--- config.mk ---
export PLATFORM = sky130hd
export DESIGN_NAME = z80_bus_fabric_flat
export DESIGN_NICKNAME = d
export VERILOG_FILES = /design/src/rtl/z80_bus_pkg.sv /design/src/rtl/z80_bus_fabric_if.sv /design/src/rtl/z80_wait_gen.sv /design/src/rtl/z80_bus_fabric.sv /design/src/flat_wrapper.sv
export SDC_FILE = /design/constraint.sdc
export NUM_CORES = 1
export LEC_CHECK = 0
export ABC_AREA = 1
export BUFFER_PORTS_ARGS = -buffer_cell sky130_fd_sc_hd__clkbuf_2
export CORE_AREA = 2 2 82 84
export DETAILED_ROUTE_END_ITERATION = 8
export DIE_AREA = 0 0 84 86
export HOLD_SLACK_MARGIN = 0.02
export MAX_ROUTING_LAYER = met4
export PLACE_DENSITY_LB_ADDON = 0.25
export SYNTH_ARGS = -nofsm -noshare
export SYNTH_HDL_FRONTEND = slang
export SYNTH_SLANG_ARGS = --single-unit
--- constraint.sdc ---
create_clock -name clk -period 1.68 [get_ports clk]
set_input_delay 0.168 -clock clk [delete_from_list [all_inputs] [get_ports clk]]
set_output_delay 0.168 -clock clk [all_outputs]
set_load 0.05 [all_outputs]
--- src/rtl/z80_bus_pkg.sv ---
// Shared constants for the tv80 bus fabric: open-bus value, UART window
// geometry and the wait-state FSM encoding.
package z80_bus_pkg;

  // Value returned on a read that selects nothing (also interrupt acknowledge).
  localparam logic [7:0] OPEN_BUS = 8'hFF;

  // The UART occupies a 4-byte I/O window; the low address bits pick its register.
  localparam int UART_WIN = 4;
  localparam int UART_AW  = $clog2(UART_WIN);

  // Wait-state generator states.
  localparam logic [1:0] ST_IDLE = 2'd0;
  localparam logic [1:0] ST_WAIT = 2'd1;
  localparam logic [1:0] ST_HOLD = 2'd2;

endpackage

--- src/rtl/z80_bus_fabric_if.sv ---
// CPU-side bus of the tv80 core as seen by the fabric.
interface z80_bus_fabric_if;
  logic [15:0] addr;
  logic [7:0]  cpu_do;
  logic        mreq_n;
  logic        iorq_n;
  logic        rd_n;
  logic        wr_n;
  logic        m1_n;
  logic [7:0]  cpu_di;
  logic        wait_n;

  // The CPU drives the address/control/write data and consumes read data and wait.
  modport master (
    output addr, cpu_do, mreq_n, iorq_n, rd_n, wr_n, m1_n,
    input  cpu_di, wait_n
  );

  // The fabric decodes the bus and answers with read data and wait.
  modport slave (
    input  addr, cpu_do, mreq_n, iorq_n, rd_n, wr_n, m1_n,
    output cpu_di, wait_n
  );
endinterface

--- src/rtl/z80_wait_gen.sv ---
// Memory wait-state generator: stretches each decoded memory access by
// MEM_WAIT cycles, triggered on the falling edge of mreq_n.
module z80_wait_gen #(
  parameter int MEM_WAIT = 0
) (
  input  logic clk,
  input  logic reset_n,
  input  logic i_mreq_n,
  input  logic i_mem_sel,
  output logic o_wait_n
);
  import z80_bus_pkg::*;

  localparam bit         WAIT_EN = (MEM_WAIT > 0);
  localparam logic [2:0] LOAD    = 3'(WAIT_EN ? MEM_WAIT - 1 : 0);

  logic [1:0] r_state;
  logic [2:0] r_cnt;
  logic       r_mreq_q;
  logic       r_wait_n;
  logic       w_start;

  // A new access begins on the mreq_n fall inside the decoded memory range.
  assign w_start  = WAIT_EN && r_mreq_q && !i_mreq_n && i_mem_sel;
  assign o_wait_n = r_wait_n;

  // FSM, counter and mreq_n history; wait_n is registered here.
  // NOTE: non-blocking assignments so every flop samples pre-edge values.
  always_ff @(posedge clk or negedge reset_n) begin
    if (!reset_n) begin
      r_state  <= ST_IDLE;
      r_cnt    <= 3'd0;
      r_mreq_q <= 1'b1;
      r_wait_n <= 1'b1;
    end else begin
      r_mreq_q <= i_mreq_n;
      case (r_state)
        ST_IDLE: begin
          if (w_start) begin
            r_state  <= ST_WAIT;
            r_cnt    <= LOAD;
            r_wait_n <= 1'b0;
          end
        end
        ST_WAIT: begin
          if (i_mreq_n) begin
            // CPU abandoned the access: release wait and re-arm.
            r_state  <= ST_IDLE;
            r_cnt    <= 3'd0;
            r_wait_n <= 1'b1;
          end else if (r_cnt == 3'd0) begin
            r_state  <= ST_HOLD;
            r_wait_n <= 1'b1;
          end else begin
            r_cnt <= r_cnt - 3'd1;
          end
        end
        ST_HOLD: begin
          // Stay here until the access ends so one access gives one stretch.
          if (i_mreq_n) r_state <= ST_IDLE;
        end
        default: begin
          r_state  <= ST_IDLE;
          r_wait_n <= 1'b1;
        end
      endcase
    end
  end

endmodule

--- src/rtl/z80_bus_fabric.sv ---
// Bus fabric between tv80 and its peripherals: memory/I-O decode, registered
// read mux, N write-strobed output ports and memory wait-state insertion.
module z80_bus_fabric #(
  parameter int         MEM_AW    = 10,
  parameter int         MEM_WAIT  = 0,
  parameter int         N_PORTS   = 4,
  parameter logic [7:0] PORT_BASE = 8'hB8,
  parameter logic [7:0] UART_BASE = 8'h00
) (
  input  logic                   clk,
  input  logic                   reset_n,
  z80_bus_fabric_if.slave        bus,
  output logic [MEM_AW-1:0]      mem_addr,
  output logic                   mem_we,
  input  logic [7:0]             mem_dout,
  output logic                   uart_en,
  output logic                   uart_wr,
  input  logic [7:0]             uart_dout,
  output logic [8*N_PORTS-1:0]   port_q,
  output logic [N_PORTS-1:0]     port_stb
);
  import z80_bus_pkg::*;

  logic               w_mem_sel;
  logic               w_io_cyc;
  logic               w_uart_sel;
  logic [N_PORTS-1:0] w_port_sel;
  logic [7:0]         w_port_rd;
  logic               w_wr_ev;
  logic               w_wait_n;
  logic               w_unused;
  logic               r_wr_q;
  logic [7:0]         r_cpu_di;

  // Read data is chosen purely by address decode, so rd_n carries no information here.
  assign w_unused = bus.rd_n;

  // Memory decode; a full 16-bit memory has no upper address bits to compare.
  generate
    if (MEM_AW >= 16) begin : g_mem_full
      assign w_mem_sel = !bus.mreq_n;
    end else begin : g_mem_part
      assign w_mem_sel = !bus.mreq_n && (bus.addr[15:MEM_AW] == '0);
    end
  endgenerate

  // Interrupt acknowledge (iorq_n and m1_n both low) is not an I/O cycle.
  assign w_io_cyc   = !bus.iorq_n && bus.m1_n;
  assign w_uart_sel = w_io_cyc && (bus.addr[7:UART_AW] == UART_BASE[7:UART_AW]);

  assign mem_addr = bus.addr[MEM_AW-1:0];
  assign mem_we   = w_mem_sel && !bus.wr_n;
  assign uart_en  = w_uart_sel;
  assign uart_wr  = w_uart_sel && !bus.wr_n;

  // A port write fires once, on the first cycle wr_n is seen low.
  assign w_wr_ev = r_wr_q && !bus.wr_n;

  // wr_n history for write-edge detection.
  always_ff @(posedge clk or negedge reset_n) begin
    if (!reset_n) r_wr_q <= 1'b1;
    else          r_wr_q <= bus.wr_n;
  end

  // Output port bank: one register and strobe per port address.
  generate
    for (genvar i = 0; i < N_PORTS; i++) begin : g_port
      localparam logic [7:0] P_ADDR = PORT_BASE + 8'(i);
      logic [7:0] r_q;
      logic       r_stb;

      assign w_port_sel[i]    = w_io_cyc && (bus.addr[7:0] == P_ADDR);
      assign port_q[8*i +: 8] = r_q;
      assign port_stb[i]      = r_stb;

      // Capture write data and pulse the strobe on a write event to this port.
      // NOTE: these are individual flops rather than a memory array, so they take a reset.
      always_ff @(posedge clk or negedge reset_n) begin
        if (!reset_n) begin
          r_q   <= 8'h00;
          r_stb <= 1'b0;
        end else begin
          r_stb <= w_wr_ev && w_port_sel[i];
          if (w_wr_ev && w_port_sel[i]) r_q <= bus.cpu_do;
        end
      end
    end
  endgenerate

  // Read-back value of whichever port is addressed (port addresses are distinct).
  // NOTE: default assignment first keeps this block purely combinational.
  always_comb begin
    w_port_rd = 8'h00;
    for (int i = 0; i < N_PORTS; i++) begin
      if (w_port_sel[i]) w_port_rd = w_port_rd | port_q[8*i +: 8];
    end
  end

  // Registered read mux; memory has priority if the bus is driven illegally.
  always_ff @(posedge clk or negedge reset_n) begin
    if (!reset_n)         r_cpu_di <= OPEN_BUS;
    else if (w_mem_sel)   r_cpu_di <= mem_dout;
    else if (w_uart_sel)  r_cpu_di <= uart_dout;
    else if (|w_port_sel) r_cpu_di <= w_port_rd;
    else                  r_cpu_di <= OPEN_BUS;
  end

  assign bus.cpu_di = r_cpu_di;
  assign bus.wait_n = w_wait_n;

  z80_wait_gen #(
    .MEM_WAIT (MEM_WAIT)
  ) u_wait_gen (
    .clk       (clk),
    .reset_n   (reset_n),
    .i_mreq_n  (bus.mreq_n),
    .i_mem_sel (w_mem_sel),
    .o_wait_n  (w_wait_n)
  );

endmodule

--- src/flat_wrapper.sv ---
// flat-port wrapper written by rule: the top's interface ports become plain ports
module z80_bus_fabric_flat import z80_bus_pkg::*;
#(
  parameter int         MEM_AW    = 10,
  parameter int         MEM_WAIT  = 0,
  parameter int         N_PORTS   = 4,
  parameter logic [7:0] PORT_BASE = 8'hB8,
  parameter logic [7:0] UART_BASE = 8'h00
)
  (clk, reset_n, mem_addr, mem_we, mem_dout, uart_en, uart_wr, uart_dout, port_q, port_stb, bus_addr, bus_cpu_do, bus_mreq_n, bus_iorq_n, bus_rd_n, bus_wr_n, bus_m1_n, bus_cpu_di, bus_wait_n);
  z80_bus_fabric_if bus_i ();
  input  logic clk;
  input  logic reset_n;
  output logic [MEM_AW-1:0] mem_addr;
  output logic mem_we;
  input  logic [7:0] mem_dout;
  output logic uart_en;
  output logic uart_wr;
  input  logic [7:0] uart_dout;
  output logic [8*N_PORTS-1:0] port_q;
  output logic [N_PORTS-1:0] port_stb;
  input wire logic [$bits(bus_i.addr)-1:0] bus_addr;
  input wire logic [$bits(bus_i.cpu_do)-1:0] bus_cpu_do;
  input wire logic [$bits(bus_i.mreq_n)-1:0] bus_mreq_n;
  input wire logic [$bits(bus_i.iorq_n)-1:0] bus_iorq_n;
  input wire logic [$bits(bus_i.rd_n)-1:0] bus_rd_n;
  input wire logic [$bits(bus_i.wr_n)-1:0] bus_wr_n;
  input wire logic [$bits(bus_i.m1_n)-1:0] bus_m1_n;
  output wire logic [$bits(bus_i.cpu_di)-1:0] bus_cpu_di;
  output wire logic [$bits(bus_i.wait_n)-1:0] bus_wait_n;
  assign bus_i.addr = bus_addr;
  assign bus_i.cpu_do = bus_cpu_do;
  assign bus_i.mreq_n = bus_mreq_n;
  assign bus_i.iorq_n = bus_iorq_n;
  assign bus_i.rd_n = bus_rd_n;
  assign bus_i.wr_n = bus_wr_n;
  assign bus_i.m1_n = bus_m1_n;
  assign bus_cpu_di = bus_i.cpu_di;
  assign bus_wait_n = bus_i.wait_n;
  z80_bus_fabric #(.MEM_AW(MEM_AW), .MEM_WAIT(MEM_WAIT), .N_PORTS(N_PORTS), .PORT_BASE(PORT_BASE), .UART_BASE(UART_BASE)) u_core (.clk(clk), .reset_n(reset_n), .bus(bus_i), .mem_addr(mem_addr), .mem_we(mem_we), .mem_dout(mem_dout), .uart_en(uart_en), .uart_wr(uart_wr), .uart_dout(uart_dout), .port_q(port_q), .port_stb(port_stb));
endmodule
Word level (Yosys, flattened, before mapping):

Cells that the tools add are included.

* logic and storage cells: 70
* register bits after elaboration: 51
* bits of input ports: 47
* output and inout port bits: 58

* reductions and logical operators: 26
* $add $sub $neg: 1
* equality and inequality tests: 9
* mux-type cells: 16
* bitwise operators: 5

Operators by type and width (count)
* 8-bit 2-to-1 mux: 7
* 8-bit == test (second input constant): 4
* 8-bit OR: 3
* 1-bit logical AND: 14
* 6-bit zero test: 2
* 2-bit 2-to-1 mux: 3
* 3-bit 2-to-1 mux: 2
* 2-bit one-hot mux with 3 select lines: 1
* 2-bit inequality test (second input constant): 2
* 2-bit AND reduction: 2
* 4-bit OR reduction: 1
* 1-bit zero test: 3
* 3-bit zero test: 1
* 3-bit inequality test (second input constant): 1
* 3-bit AND reduction: 1
* 3-bit by 1-bit subtractor with 3-bit output (second input constant): 1
* 2-bit by 1-bit == test with 1-bit output (second input constant): 1
* 2-bit == test (second input constant): 1
* 2-bit zero test: 1
* 1-bit 2-to-1 mux: 2
* 1-bit NOT: 2
* 1-bit one-hot mux with 2 select lines: 1
* 2-bit OR reduction: 1

Logic depth before layout (Yosys ltp):

Gate-level depths: netlist of the first run.

* depth after elaboration: 13
* gate-level depth with buffers: 9

Hierarchy:

From an unflattened synthesis of the first run, not the netlist that was laid out.

* cell total of the unflattened synthesis: 292
* area, all modules: 2396.0 µm²

By module, submodules not included
* z80_bus_fabric: sequential area each 1137.3 µm², area each 2384.8 µm², instances 1, cells an instance 290
* z80_wait_gen: sequential area each 0.0 µm², area each 11.3 µm², instances 1, cells an instance 2

Least setup slack after synthesis of the first run:

Ideal clock, no wire load.

* kind: input-to-output
* start point: input bus_iorq_n
* end point: output uart_wr
* stages on the path: 3
* data arrival time: 1.849 ns
* setup slack: -0.337 ns
* path buffers: 0
* path through: inv_2 > nand2_2 > nor4_1

* word-level cells in the longest chain between the ends: 4

RTL lines
* start: declaration: line flat_wrapper.sv:25 `input wire logic [$bits(bus_i.iorq_n)-1:0] bus_iorq_n;`
* 1-bit zero test: line z80_bus_fabric.sv:48 `assign w_io_cyc = !bus.iorq_n && bus.m1_n;`
* 1-bit logical AND: line z80_bus_fabric.sv:48
* 1-bit logical AND: line z80_bus_fabric.sv:49 `assign w_uart_sel = w_io_cyc && (bus.addr[7:UART_AW] == UART_BASE[7:UART_AW]);`
* 1-bit logical AND: line z80_bus_fabric.sv:54 `assign uart_wr = w_uart_sel && !bus.wr_n;`
* end: declaration: line flat_wrapper.sv:18 `output logic uart_wr;`

Every way passes these cells.

Worst setup path in the final report of the first run:

* start point: input bus_wr_n
* end point: output uart_wr

* word-level cells in the longest chain between the ends: 2

RTL lines
* start: declaration: line flat_wrapper.sv:27 `input wire logic [$bits(bus_i.wr_n)-1:0] bus_wr_n;`
* 1-bit zero test: line z80_bus_fabric.sv:54
* 1-bit logical AND: line z80_bus_fabric.sv:54

Every way passes these cells.

==> results of run 1 <==
[cell families after synthesis]
| kind of cell | synth area share |
|---|---|
| compound gates | 0.133 |
| buf+inv | 0.133 |
| flops | 0.460 |
| other cells | 0.00152 |
| simple gates | 0.272 |
[worst paths after layout]
check                                        start                 endpoint  slack [ps]  cells past startpoint
max in group asynchronous                  reset_n     u_core.bus.cpu_di[7]         800                      3
min in group asynchronous                  reset_n  u_core.g_port[0].r_q[4]         490                      3
min                                    mem_dout[4]     u_core.bus.cpu_di[4]          40                      3
max                                       bus_wr_n                  uart_wr          80                      4
min reg2reg                u_core.g_port[1].r_q[4]  u_core.g_port[1].r_q[4]         510                      2
max reg2reg                          u_core.r_wr_q  u_core.g_port[2].r_q[3]         240                      6
[cell usage after synthesis]
cell / instances / area share
nand3_4: 2 / 0.014
nor4_1: 1 / 0.0025
inv_1: 35 / 0.053
buf_6: 4 / 0.018
nand2_2: 4 / 0.010
dfstp_2: 9 / 0.096
nand2_1: 70 / 0.11
o21ai_0: 8 / 0.016
a21oi_1: 8 / 0.016
clkinv_4: 1 / 0.0035
conb_1: 1 / 0.0015
o21ai_1: 8 / 0.016
nand4_1: 24 / 0.061
nor2_1: 22 / 0.033
nor3_1: 1 / 0.0020
buf_2: 4 / 0.0081
nand2_4: 1 / 0.0045
nand4_4: 1 / 0.0086
nor2_2: 4 / 0.010
nor2_8: 2 / 0.016
o21ai_2: 24 / 0.085
dfrtp_1: 36 / 0.36
nor3_2: 1 / 0.0040
buf_4: 16 / 0.049
inv_2: 1 / 0.0015
[layout by cell type, fill, tap and decap left out, drive strengths merged]
cell type / synthesis / routed
inv: 36 / 36
dfstp: 9 / 9
bufinv: 0 / 2
dfrtp: 36 / 36
a21oi: 8 / 8
nand4: 25 / 25
dlygate4sd3: 0 / 2
nand3: 2 / 2
nor4: 1 / 1
clkinv: 1 / 2
nor2: 28 / 28
conb: 1 / 1
o21ai: 40 / 40
clkbuf: 0 / 103
nand2: 75 / 75
buf: 24 / 9
nor3: 2 / 2
[flip-flops by register name, summed over array words and instances (netlist names)]
signal               flops
u_core.g_port.r_stb      4
u_core.r_wr_q            1
u_core.g_port.r_q       32
u_core.bus.cpu_di        8
[per-stage QoR]
step | hold slack, ps | instances | power (W) | setup WS, ps | cell area (sq um)
after floorplan | -128 | 288 | 0.00130 | 109 | 2480
after global placement | 284 | 447 | 0.00139 | 162 | 2940
after detailed placement | 289 | 447 | 0.00140 | 132 | 2940
after CTS | 38.6 | 457 | 0.00236 | 73.4 | 3100
after global routing | 40.3 | 458 | 0.00244 | 6.35 | 3120
final | 42.3 | 458 | 0.00234 | 76.6 | 3120
[timing repair]
item | CTS | global route
setup endpoints to repair | 0 | 5
hold buffers | 2 | 0
setup buffers | 0 | 1
gates resized for setup | 0 | 0
hold endpoints to repair | 37 | 0
[cell type report]
class	instances	area (sq um)	area share
inverter	37	144	0.0462
timing repair buffer	109	591	0.189
clock inverter	3	65.1	0.0209
clock buffer	5	68.8	0.0221
multi-input combinational	182	1010	0.326
sequential	45	1140	0.365
tap	77	96.3	0.0309
[per-layer routing]
metal  vias up  track usage
li1       1099            -
met1       979        0.217
met2        96        0.302
met3        16       0.0375
met4         0       0.0909
met5         -            -
[report_power, final]
group	total [W]	switching [W]	internal, W
clock	0.000968	0.000377	0.000591
combinational	0.000274	0.000199	0.0000755
sequential	0.00110	0.00000636	0.00109
total	0.00234	0.000582	0.00176
[worst min-delay path: cells and delay by family]
family	cells	cell delay [ps]
buffers and inverters	1	80
AND/OR/NAND/NOR	2	100
==> key figures, run 1 <==
Clock network
  – Clock slew at reported path FFs: 80 ps
  – Sink Count: between 40 and 50
  – H-tree levels: 2
  – TritonCTS clock tree: built
  – Clk_lat worst skew: around 300 ps
  – Clock Path Buffers: 2
  – TritonCTS Buffers: 5
  – Clock root buffer: clkbuf_8

Routing
  – # DRC: 0
  – DR pass1 iterations: 4
  – Top sig layer: met4
  – DRT iter0 DRCs: approximately 140
  – Vias/cell: ~4.8
  – Wire length on met1: ~2700 um
  – Metal3 WL: about 400 um
  – Total wire length: ~6300 um
  – DRT antenna net count: 0
  – Via count: between 2000 and 2500
  – WL/cell: about 14 um
  – Met2 WL post-DR: roughly 3000 um

Global route
  – First-pass GRT wire length: 10100 um
  – Total track usage: 0.184
  – Initial antenna violation count: 0
  – Number of global-route vias before repair: between 2000 and 2500
  – Total grt overflow: 0
  – Largest net degree at the start of global routing: 46

Placement
  – Buffers added on ports: around 100
  – DP HPWL: approximately 4700 um
  – Placer congestion estimate: 0.830

Timing
  – Max-slew violation count: 0
  – Final Cycle Share: 0.954
  – RSZ-0062 raised after global routing: false
  – Clock skew: ~8.4 ps
  – Worst Tran Pin Value: 571 ps
  – Setup TNS: 0 ps
  – Post-route minimum period: between 1500 and 2000 ps
  – Finish-stage setup viols: 0
  – Fmax: 624 MHz
  – Slew headroom: 0.619
  – Final-report hold violation count: 0

Setup path
  – Critical path's slowest cell: dlygate4sd3_1
  – Crit-path max FO: 4
  – Max incr delay on CP: 530 ps
  – CP most frequent cell: clkbuf_2
  – WP data arrival: ~1400 ps
  – Critical Path RT: between 1500 and 2000 ps
  – Crit path buf inv count: 3
  – CP startpoint kind: primary input
  – Worst path cell trace: dlygate4sd3_1 -> clkbuf_2 -> nor4_2 -> clkbuf_2
  – CP Capture Type: primary output
  – Crit path max-delay family: buffers and inverters
  – Crit Path Class: in2out

Run
  – Max_cap viols: 0

Floorplanning
  – Core box area: roughly 6300 sq um
  – Site Rows: 29
  – Full die area: 7220 sq um
  – Initial core utilization: 0.394
  – Boundary Pins: around 110
  – Die Span Y: approximately 86 um
  – Die X: 84 um

Power and ir drop
  – Worst vdd ir: ~0.38 mV
  – Leak: roughly 1.7 nW
  – P per Cell Area: 752 nW/um^2

Min path
  – Hold Crit Class: in2reg

Cells and area
  – Post-Route Utilization: 0.497
  – Nets: roughly 430
  – Share of layout cells above drive strength 1: 0.436
  – Layout overhead on the synthesized area: 25.9%
  – Fillers: between 600 and 700
  – Ant diodes: 0

Synth
  – Synth Cell Area: roughly 2500 sq um
  – Syn Inst Count: around 290
  – Register area share after synthesis: 0.460
  – Net count after synthesis: roughly 340
  – Count of cell types in the netlist: 25
  – Total of warnings raised by yosys: 0
  – Syn Area/Cell: about 8.6 sq um
  – Register bit total from synthesis: 45

Outcome
  – Status: finished clean
Note: power is estimated with default switching activity, not from simulation.
==> run 2: changes to the inputs <==
clock period = 1.45 ns   (was 1.68 ns; I/O delays follow)
==> key figures, run 2 (synthesis gave the netlist of run 1 again) <==
Cells and area
  – Fillers: 631 (+1.6%)
  – Multi-input gate area: 1070 sq um (+5.5%)
  – Layout overhead on the synthesized area: 28.8%
  – Non-Filler Instances: 465 (+1.5%)
  – Most common cell after layout, fill and taps aside: clkbuf_2
  – Post-Route Utilization: 0.508 (+0.0114)
  – Share of layout cells above drive strength 1: 0.438 (+0.00245)
  – Max reg flops: 32 (unchanged)
  – Register name with the most flops: u_core.g_port.r_q
  – Register area: 1140 sq um (unchanged)
  – Nets: 434 (+1.6%)
  – Ant diodes: 0 (unchanged)
  – Most frequent cells in the layout: clkbuf_2, nand2_1, dfrtp_1, inv_1

Routing
  – DR pass1 iterations: 4 (unchanged)
  – DRT antenna net count: 0 (unchanged)
  – Via count: 2270 (+3.7%)
  – WL/cell: 14.2 um (+2.9%)
  – Vias/cell: 4.88 (+2.1%)
  – Total wire length: 6600 um (+4.5%)
  – # DRC: 0 (unchanged)
  – DRT iter0 DRCs: 166 (+21%)

Outcome
  – Status: finished clean

Global route
  – Total track usage: 0.188 (+0.00325)
  – First-pass GRT wire length: 10400 um (+2.7%)
  – M2 GR Usage: 0.316 (+0.0138)
  – GRT busiest layer: met2
  – Total grt overflow: 0 (unchanged)
  – Number of global-route vias before repair: 2107 (+1.6%)
  – Met1 usage: 0.234 (+0.0170)
  – Met3 usage: 0.0346 (-0.00289)
  – Initial antenna violation count: 0 (unchanged)
  – Largest net degree at the start of global routing: 46 (unchanged)

Power and ir drop
  – Worst vdd ir: 0.347 mV (-9.0%)
  – Total Power: 0.00243 W (+3.9%)
  – Comb power frac: 0.141 (+0.024)
  – Clock share of power: 0.335 (-0.078)
  – P per Cell Area: 764 nW/um^2 (+1.5%)
  – Sw Ratio: 0.277 (+0.0290)
  – NetSw: 0.000675 W (+16%)
  – Cell Int Power: 0.00176 W (-0.14%)
  – Leak: 1.71 nW (+1.7%)
  – Sequential power share: 0.524 (+0.054)

Setup path
  – Reg2reg setup slack: 140 ps (-100 ps)
  – Crit Path Class: reg2reg
  – Max incr delay on CP: 520 ps (about the same)
  – Crit path buf inv count: 2 (-1)
  – Critical path's slowest cell: dfstp_2
  – WP data arrival: 1490 ps (+50 ps)
  – CP Capture Type: flip-flop
  – CP startpoint kind: flip-flop
  – Worst R2R Path Depth: 6 (unchanged)
  – Critical R2R Capture: u_core.g_port[2].r_q[2]
  – Crit-path max FO: 9 (+5)
  – Critical Path RT: 1630 ps (+120 ps)
  – Worst R2R Start: u_core.r_wr_q
  – Worst path cell trace: inv_1 -> nor2_4 -> buf_6 -> nand3_4 -> nand2_1 -> o21ai_2
  – Crit path max-delay family: flip-flops

Placement
  – Placer congestion estimate: 0.824 (-0.69%)
  – DP HPWL: 4770 um (+0.53%)
  – Buffers added on ports: 98 (unchanged)
  – Placed insts: 450 (+0.67%)

Clock network
  – TritonCTS Buffers: 5 (unchanged)
  – TritonCTS clock tree: built
  – Clock Path Buffers: 2 (unchanged)
  – Clock slew at reported path FFs: 90 ps (about the same)
  – H-tree levels: 2 (unchanged)
  – Clock root buffer: clkbuf_8
  – Clk_lat worst skew: 300 ps (about the same)
  – Sink Count: 45 (unchanged)

Floorplanning
  – Die X: 84 um (unchanged)
  – Site Rows: 29 (unchanged)
  – Die Span Y: 86 um (unchanged)
  – Core box area: 6280 sq um (unchanged)
  – Full die area: 7220 sq um (unchanged)
  – Initial core utilization: 0.394 (unchanged)
  – Boundary Pins: 105 (unchanged)

Min path
  – Hold-critical path depth: 3 (unchanged)
  – Hold Startpoint: mem_dout[4]
  – Hold Crit Class: in2reg
  – Endpoint, Worst Hold: u_core.bus.cpu_di[4]

Timing
  – Post-route minimum period: roughly 1300 ps
  – Clock skew: 8.66 ps (+0.261 ps)
  – Max-slew violation count: 0 (unchanged)
  – Final-report hold violation count: 0 (unchanged)
  – Min Hold Slack: 15.8 ps (-26.5 ps)
  – Fmax: approximately 760 MHz
  – Final Cycle Share: 0.902
  – Finish-stage setup viols: 0 (unchanged)
  – RSZ-0062 raised after global routing: false

Run
  – Max_cap viols: 0 (unchanged)
## run 2: worst max path at each step
stage,startpoint,end,depth (start not counted)
global placement,u_core.r_wr_q,u_core.g_port[3].r_q[3],6
floorplan,bus_iorq_n,uart_wr,3
detailed placement,u_core.r_wr_q,u_core.g_port[3].r_q[1],6
CTS,u_core.r_wr_q,u_core.g_port[2].r_q[2],6
global route,u_core.r_wr_q,u_core.g_port[2].r_q[6],6
finish,u_core.r_wr_q,u_core.g_port[2].r_q[2],6
## run 2: metal layers
layer | vias to the layer above | wire (um)
met4 | 0 | 76
met2 | 91 | 3250
met1 | 1056 | 2870
li1 | 1114 | -
met3 | 9 | 412
met5 | - | 0
## run 2: stage by stage
stage               area [sq um]  worst slack [ps]  TNS (ps)
detailed placement          2990             -24.1      -130
global placement            2990              5.38         0
floorplan                   2490              35.8         0
finish                      3190               142         0
CTS                         3120              1.04         0
global route                3190              78.5         0
## run 2: repair_timing
| action | in CTS | in global routing |
|---|---|---|
| hold buffers | 4 | 0 |
| gates resized for setup | 1 | 4 |
| hold endpoints to repair | 39 | 0 |
| pin swaps | 1 | 2 |
| setup buffers | 0 | 1 |
| endpoints found under the setup margin | 13 | 25 |
| cloned | 0 | 2 |
## run 2: cell type report
class | count | share of cell area
flip-flops and latches | 45 | 0.357
multi-input cells | 184 | 0.336
repair buffers | 114 | 0.204
inverters | 37 | 0.0451
well taps | 77 | 0.0302
clock buffers | 8 | 0.0283
## run 2: power by group through the flow
stage | sequential [W] | clock, W | combinational [W]
4_1_cts | 0.00128 | 0.000821 | 0.000339
3_3_place_gp | 0.00130 | 0 | 0.000324
3_5_place_dp | 0.00130 | 0 | 0.000329
2_1_floorplan | 0.00133 | 0 | 0.000176
6_report | 0.00128 | 0.000815 | 0.000343
5_1_grt | 0.00128 | 0.000882 | 0.000370
## run 2: worst reg2reg max path: cells and delay by family (launching register included)
family | cells | cell delay [ps]
buffers and inverters | 2 | 220
DFF | 1 | 520
and+or+nand+nor | 3 | 410
AOI/OAI and AO/OA | 1 | 50
